===== config.mk =====
export PLATFORM = sky130hd
export DESIGN_NAME = regfile_dump_reader
export DESIGN_NICKNAME = d
export VERILOG_FILES = /design/src/rtl/regfile_dump_reader_pkg.sv /design/src/rtl/regfile_dump_reader_out_reg.sv /design/src/rtl/regfile_dump_reader.sv
export SDC_FILE = /design/constraint.sdc
export NUM_CORES = 1
export LEC_CHECK = 0
export ABC_AREA = 1
export BUFFER_PORTS_ARGS = -buffer_cell sky130_fd_sc_hd__buf_2
export CORE_UTILIZATION = 47
export CTS_CLUSTER_SIZE = 40
export DETAILED_ROUTE_END_ITERATION = 8
export GPL_TIMING_DRIVEN = 0
export PLACE_DENSITY_LB_ADDON = 0.15
export SLEW_MARGIN = 40
export SYNTH_ARGS = -nofsm -noshare
export SYNTH_HDL_FRONTEND = slang
export SYNTH_HIERARCHICAL = 1
export SYNTH_SLANG_ARGS = --single-unit

===== constraint.sdc =====
create_clock -name clk -period 1.95 [get_ports clk]
set_input_delay 0.39 -clock clk [delete_from_list [all_inputs] [get_ports clk]]
set_output_delay 0.39 -clock clk [all_outputs]
set_load 0.01 [all_outputs]

===== src/rtl/regfile_dump_reader_pkg.sv =====
// Shared definitions for the register-file dump reader: default sizes and
// the FSM state encoding used by the top level.
package regfile_dump_reader_pkg;

  localparam int WIDTH_DEF  = 32;
  localparam int DEPTH_DEF  = 32;
  localparam int ADDR_W_DEF = 5;

  typedef enum logic [1:0] {
    ST_IDLE = 2'd0,
    ST_READ = 2'd1,
    ST_HOLD = 2'd2,
    ST_DONE = 2'd3
  } state_t;

endpackage : regfile_dump_reader_pkg


===== src/rtl/regfile_dump_reader_out_reg.sv =====
// Enable-loaded capture register with asynchronous reset. Holds a beat field
// (word or address) stable while the downstream handshake is pending.
module dump_out_reg
  import regfile_dump_reader_pkg::*;
#(
  parameter int W = WIDTH_DEF
) (
  input  logic         clk,
  input  logic         reset,
  input  logic         wrenable,
  input  logic [W-1:0] d,
  output logic [W-1:0] q
);

  // Load d when enabled; otherwise keep the captured value.
  always_ff @(posedge clk or posedge reset) begin
    if (reset) begin
      q <= {W{1'b0}};
    end else if (wrenable) begin
      q <= d;
    end
  end

endmodule : dump_out_reg


===== src/rtl/regfile_dump_reader.sv =====
// Read-side sequencer for the register file. A start pulse walks every
// address through the combinational read port and streams each
// (address, word) pair out on a valid/ready handshake. Never writes the file.
module regfile_dump_reader
  import regfile_dump_reader_pkg::*;
#(
  parameter int WIDTH  = WIDTH_DEF,
  parameter int DEPTH  = DEPTH_DEF,
  parameter int ADDR_W = ADDR_W_DEF
) (
  input  logic              clk,
  input  logic              reset,
  input  logic              start,
  output logic [ADDR_W-1:0] rd_addr,
  input  logic [WIDTH-1:0]  rd_data,
  output logic [WIDTH-1:0]  out_data,
  output logic [ADDR_W-1:0] out_addr,
  output logic              out_valid,
  input  logic              out_ready,
  output logic              busy,
  output logic              done
);

  // Last address walked; the counter stops here and never wraps.
  localparam logic [ADDR_W-1:0] LAST_ADDR = ADDR_W'(DEPTH - 1);
  localparam logic [ADDR_W-1:0] ADDR_ONE  = ADDR_W'(32'd1);

  state_t            state_r;
  state_t            state_s;
  logic [ADDR_W-1:0] rd_addr_r;
  logic [ADDR_W-1:0] rd_addr_s;
  logic              out_valid_r;
  logic              out_valid_s;
  logic              busy_r;
  logic              busy_s;
  logic              done_r;
  logic              done_s;
  logic              load_s;

  // Next-state and next-output decode; all outputs are registered so every
  // flag below is the value for the following cycle.
  always_comb begin
    state_s     = state_r;
    rd_addr_s   = rd_addr_r;
    out_valid_s = out_valid_r;
    busy_s      = busy_r;
    done_s      = 1'b0;
    case (state_r)
      ST_IDLE: begin
        if (start) begin
          state_s   = ST_READ;
          rd_addr_s = {ADDR_W{1'b0}};
          busy_s    = 1'b1;
        end else begin
          state_s   = ST_IDLE;
        end
      end
      ST_READ: begin
        state_s     = ST_HOLD;
        out_valid_s = 1'b1;
      end
      ST_HOLD: begin
        if (out_ready) begin
          out_valid_s = 1'b0;
          if (rd_addr_r == LAST_ADDR) begin
            state_s = ST_DONE;
            busy_s  = 1'b0;
            done_s  = 1'b1;
          end else begin
            state_s   = ST_READ;
            rd_addr_s = rd_addr_r + ADDR_ONE;
          end
        end else begin
          state_s = ST_HOLD;
        end
      end
      ST_DONE: begin
        state_s = ST_IDLE;
        busy_s  = 1'b0;
      end
      default: begin
        state_s     = ST_IDLE;
        rd_addr_s   = {ADDR_W{1'b0}};
        out_valid_s = 1'b0;
        busy_s      = 1'b0;
      end
    endcase
  end

  // State, address counter and handshake/status flags.
  always_ff @(posedge clk or posedge reset) begin
    if (reset) begin
      state_r     <= ST_IDLE;
      rd_addr_r   <= {ADDR_W{1'b0}};
      out_valid_r <= 1'b0;
      busy_r      <= 1'b0;
      done_r      <= 1'b0;
    end else begin
      state_r     <= state_s;
      rd_addr_r   <= rd_addr_s;
      out_valid_r <= out_valid_s;
      busy_r      <= busy_s;
      done_r      <= done_s;
    end
  end

  // Capture the word exactly once per beat, in the READ cycle; a write landing
  // on the same edge is therefore not seen.
  assign load_s = (state_r == ST_READ);

  dump_out_reg #(.W(WIDTH)) u_data_reg (
    .clk      (clk),
    .reset    (reset),
    .wrenable (load_s),
    .d        (rd_data),
    .q        (out_data)
  );

  dump_out_reg #(.W(ADDR_W)) u_addr_reg (
    .clk      (clk),
    .reset    (reset),
    .wrenable (load_s),
    .d        (rd_addr_r),
    .q        (out_addr)
  );

  assign rd_addr   = rd_addr_r;
  assign out_valid = out_valid_r;
  assign busy      = busy_r;
  assign done      = done_r;

endmodule : regfile_dump_reader


# Yosys cells after proc, flatten, opt, wreduce, memory -nomap -nowiden
# Cells that the tools add are included.
[word_totals]
register_bits = 47
in_bits = 36
output_inout_bits = 45
wordCells = 40
[classes]
add_sub_neg = 1
n_eq_ne = 8
muxes = 17
n_reduce_logical = 7
[ops]
columns = ["op", "n"]
rows = [
  ["5-bit two-way mux", 3],
  ["5-bit case mux with 2 select lines", 1],
  ["1-bit two-way mux", 8],
  ["2-bit inequality test (second input constant)", 4],
  ["2-bit case mux with 4 select lines", 1],
  ["4-bit AND reduction", 2],
  ["5-bit by 1-bit adder with 5-bit output (second input constant)", 1],
  ["5-bit equality test (second input constant)", 1],
  ["2-bit equality test (second input constant)", 2],
  ["2-bit two-way mux", 2],
  ["2-bit nonzero test", 2],
  ["1-bit case mux with 3 select lines", 1],
  ["3-bit nonzero test", 1],
  ["2-bit by 1-bit equality test with 1-bit output (second input constant)", 1],
  ["2-bit logical NOT", 1],
  ["1-bit case mux with 2 select lines", 1],
  ["2-bit AND reduction", 1],
]

# Logic depth before layout (Yosys ltp)
[depth]
word_depth = 4
mapped_depth = 9
depth_no_buf = 9

# Cells and area by module
# The synthesis kept the hierarchy.
[by_module_without_submodules]
columns = ["module", "n_inst", "cells_each", "area_per_inst_um2", "seq_area_each_um2"]
rows = [
  ["dump_out_reg at u_data_reg", 1, 137, 1296.2, 800.8],
  ["regfile_dump_reader", 1, 64, 513.0, 250.2],
  ["dump_out_reg at u_addr_reg", 1, 22, 188.9, 125.1],
]

# Least setup slack after synthesis
# No wires, ideal clock.
[synth_timing]
path_type = "register to register"
from = "reg rd_addr_r[0], in the netlist rd_addr[0]"
to = "reg rd_addr_r[0], in the netlist rd_addr[0]"
setup_time_ps = 128
arrival_time_ps = 1366
t_required_ps = 1822
setup_slack_ps = 457
stages_incl_launch_ff = 9
path_buffers = 0
period_less_slack_ps = 1493
cell_sequence = "dfrtp_1 > ha_1 > nand2_1 > nor2_1 > ha_1 > a21oi_1 > nand3_2 > nand2_1 > o21ai_1"
[synth_via]
elab_chain_cells = 4
word_cells_on_any_way = 7
classes_between = "add/sub: 1; eq/ne: 2; mux: 3; reduce/logical: 1"
[synth_lines]
columns = ["element", "line_no", "source"]
rows = [
  ["from (decl)", "regfile_dump_reader.sv:30", "logic [ADDR_W-1:0] rd_addr_r;"],
  ["from (signal assigned)", "regfile_dump_reader.sv:94", "rd_addr_r <= {ADDR_W{1'b0}};"],
  ["from (signal assigned)", "regfile_dump_reader.sv:100", "rd_addr_r <= rd_addr_s;"],
  ["5-bit by 1-bit adder with 5-bit output", "regfile_dump_reader.sv:71", "rd_addr_s = rd_addr_r + ADDR_ONE;"],
  ["5-bit two-way mux", "regfile_dump_reader.sv:65", "if (rd_addr_r == LAST_ADDR) begin"],
  ["5-bit two-way mux", "regfile_dump_reader.sv:63", "if (out_ready) begin"],
  ["5-bit case mux with 2 select lines", "regfile_dump_reader.sv:48", "case (state_r)"],
]
# Several ways; a longest one is shown, not always the timed one. The select of a mux whose other input is x is not followed.
# A chain may end at the register's enable or synchronous reset.

# Worst setup path after layout
# Ends and elaborated chain as after synthesis.

==> qor.csv <==
metric,value,unit
status,finished clean,
wirelength,3890,um
final_net_count,349,
die_w,67.2,um
grt_usage,0.185,
core,0.00403,mm2
period_needed,1.59,ns
ff_latch_area,0.00118,mm2
rsz0062_at_grt,no,
cts.sinks,47,
htree_levels,2,
switchingPower,1.49,mW
post_cts_buffers,0,
dp_hpwl,2980,um
p_int,2.41,mW
root_buffer,clkbuf_8,
clk_latency,0.28,ns
placementRows,23,
synth_area_leaders,"dfrtp_1, nand2_1, nand2_2",
initial_utilization,0.496,
tightest_slew,0.651,ns
synthAdderAreaFrac,0.0188,
pwr-share-seq,0.414,
peakVddDrop,0.000747,V
cts_made_buffers,5,
wl_per_cell,10.8,um
muxShareOfSynthArea,0,
clk_pin_slew,0.08,ns
drt_iter0_drc,95,
finalInstanceArea,0.00256,mm2
critPathRequiredTime,2.12,ns
postSynthAreaPerCell,8.96,um2
dieArea,0.00452,mm2
port_buffers,80,
fmax,627,MHz
syn_nets,262,
grt_pass1_wl,6190,um
vias_per_cell,4.58,
synth_warnings,6,
cp_cell_sequence,ha_1 -> nand2_1 -> nor2_1 -> ha_1 -> a21oi_1 -> nand3_2 -> nand2_1 -> o21ai_1,
synth_area_leader_cell,dfrtp_1,
dieHeight,67.2,um
cap_violations,0,
fin_ws,0.355,ns
worstSetupPathType,flop to flop,
yosys.area_share.simple,0.296,
ys_ff_latch,47,
antennaDiodeCount,0,
fill_cells,397,
synth_largest_type_area_fraction,0.589,
drtAntennaViolNets,0,
p_sw_frac,0.382,
io_pins,81,
setup-tns-final,0,ns
critPathMaxFanout,6,
grt_max_degree,33,
synth-compound-area-share,0.0125,
vias,1653,
slew_headroom,0.566,
power_frac_clock,0.158,
cp_num_buf_inv,0,
drcViolationCount,0,
synth-seq-area-share,0.589,
cp_slowest_cell,dfrtp_1,
critPathArrivalTime,1.77,ns
hold_class,primary input to async pin,
cts_tree,yes,
hold_viol,0,
endpoint_kind,flop,
finalClockSkew,0.00294,ns
fin_crit_sh,0.818,
synthDistinctLibCells,20,
crit_family,flip-flops,
leakagePower,1.54,nW
placed_area,0.00246,mm2
cts-resized-gates,0,
area_growth,28.2,%
grt_overflow,0,
drive_gt1_frac,0.354,
syn_inst,223,
critPathLaunchType,flop,
multiInputGateArea,663,um2
grt_pass1_vias,1475,
crit_path_max_incr_delay,0.45,ns
p_comb_frac,0.428,
p_per_area,1530,mW/mm2
routabilityCongestion,0.744,
antenna_found_initial,0,
post-place-ws,0.347,ns
netlist_area,0.00200,mm2
synth_xor_area_frac,0.00438,
finalSetupViolations,0,
synth_top_family_by_area,simple AND/OR/NAND/NOR gates,
slew_viol_final,0,
drt_pass1_iterations,4,
hold_buffers,0,
cts_max_path_buffers,2,
final timing paths:
| kind | start | endpoint | slack [ns] | cells past startpoint |
|---|---|---|---|---|
| worst max-delay path | rd_addr[0] | rd_addr[0] | 0.36 | 8 |
| worst min-delay path | reset | u_addr_reg/q[1] | 0.007 | 2 |
| worst max register to register | rd_addr[0] | rd_addr[0] | 0.36 | 8 |
| worst min register to register | u_data_reg/q[27] | u_data_reg/q[27] | 0.47 | 2 |
| max in group asynchronous | reset | u_data_reg/q[21] | 1.32 | 2 |
| min in group clk | rd_data[16] | u_data_reg/q[16] | 0.30 | 3 |
stage by stage:
stage	hold WS, ns	util	instances	total power, mW
after floorplan	0.169	-	223	2.73
after global placement	0.312	0.611	353	3.30
after detailed placement	0.318	0.611	353	3.35
after CTS	0.00171	0.636	361	3.97
after global routing	0.0154	0.636	361	4.25
final	0.00745	0.636	361	3.91
sequential cells by signal, indices dropped and copies added (netlist names):
name          count
busy              1
state_r           2
done              1
u_data_reg/q     32
u_addr_reg/q      5
out_valid         1
rd_addr           5
cell type report:
| type | instances | area share |
|---|---|---|
| multi-input combinational | 154 | 0.259 |
| tap | 50 | 0.0244 |
| buffer | 7 | 0.0371 |
| inverter | 15 | 0.0249 |
| timing repair buffer | 80 | 0.156 |
| sequential | 47 | 0.459 |
| clock buffer | 8 | 0.0391 |
cells in the final DEF, fill, tap and decap left out, drive strengths merged:
cell type  count
nand2        133
buf           84
dfrtp         47
inv           15
clkbuf        11
nand3          5
nor2           4
o21ai          4
ha             3
a21oi          1
nand4          1
or2            1
xor2           1
nor3           1
power by group through the flow:
| stage | Sequential, mW | Combinational [mW] | Clock [mW] |
|---|---|---|---|
| CTS | 1.62 | 1.71 | 0.633 |
| global route | 1.68 | 1.90 | 0.671 |
| floorplan | 1.81 | 0.916 | 0 |
| global placement | 1.62 | 1.69 | 0 |
| detailed placement | 1.64 | 1.71 | 0 |
| finish | 1.62 | 1.67 | 0.617 |
synthesized netlist by cell type:
master    count
o21ai_1       3
nand3_2       2
buf_6         3
inv_1        13
dfrtp_1      47
o21ai_0       1
xor2_1        1
ha_1          3
clkbuf_8      3
nand3_1       3
inv_8         1
nand2_2      10
nand2_1     123
inv_2         1
or2_2         1
nor3_1        1
nand4_1       1
nor2_1        4
a21oi_1       1
buf_12        1
routing by layer:
metal  share of wire  GRT usage  vias to the layer above
met3           0.053     0.0574                        6
met5               0          0                        -
met1            0.43      0.203                      762
met2            0.50      0.329                       41
li1                -          -                      844
met4           0.017     0.0745                        0
cells by family after synthesis:
kind of cell,count (synthesis)
fa+ha+maj,3
xor+xnor,1
flops,47
compound gates,5
buf+inv,22
simple gates,145
Power figures use the tool's default switching activity.
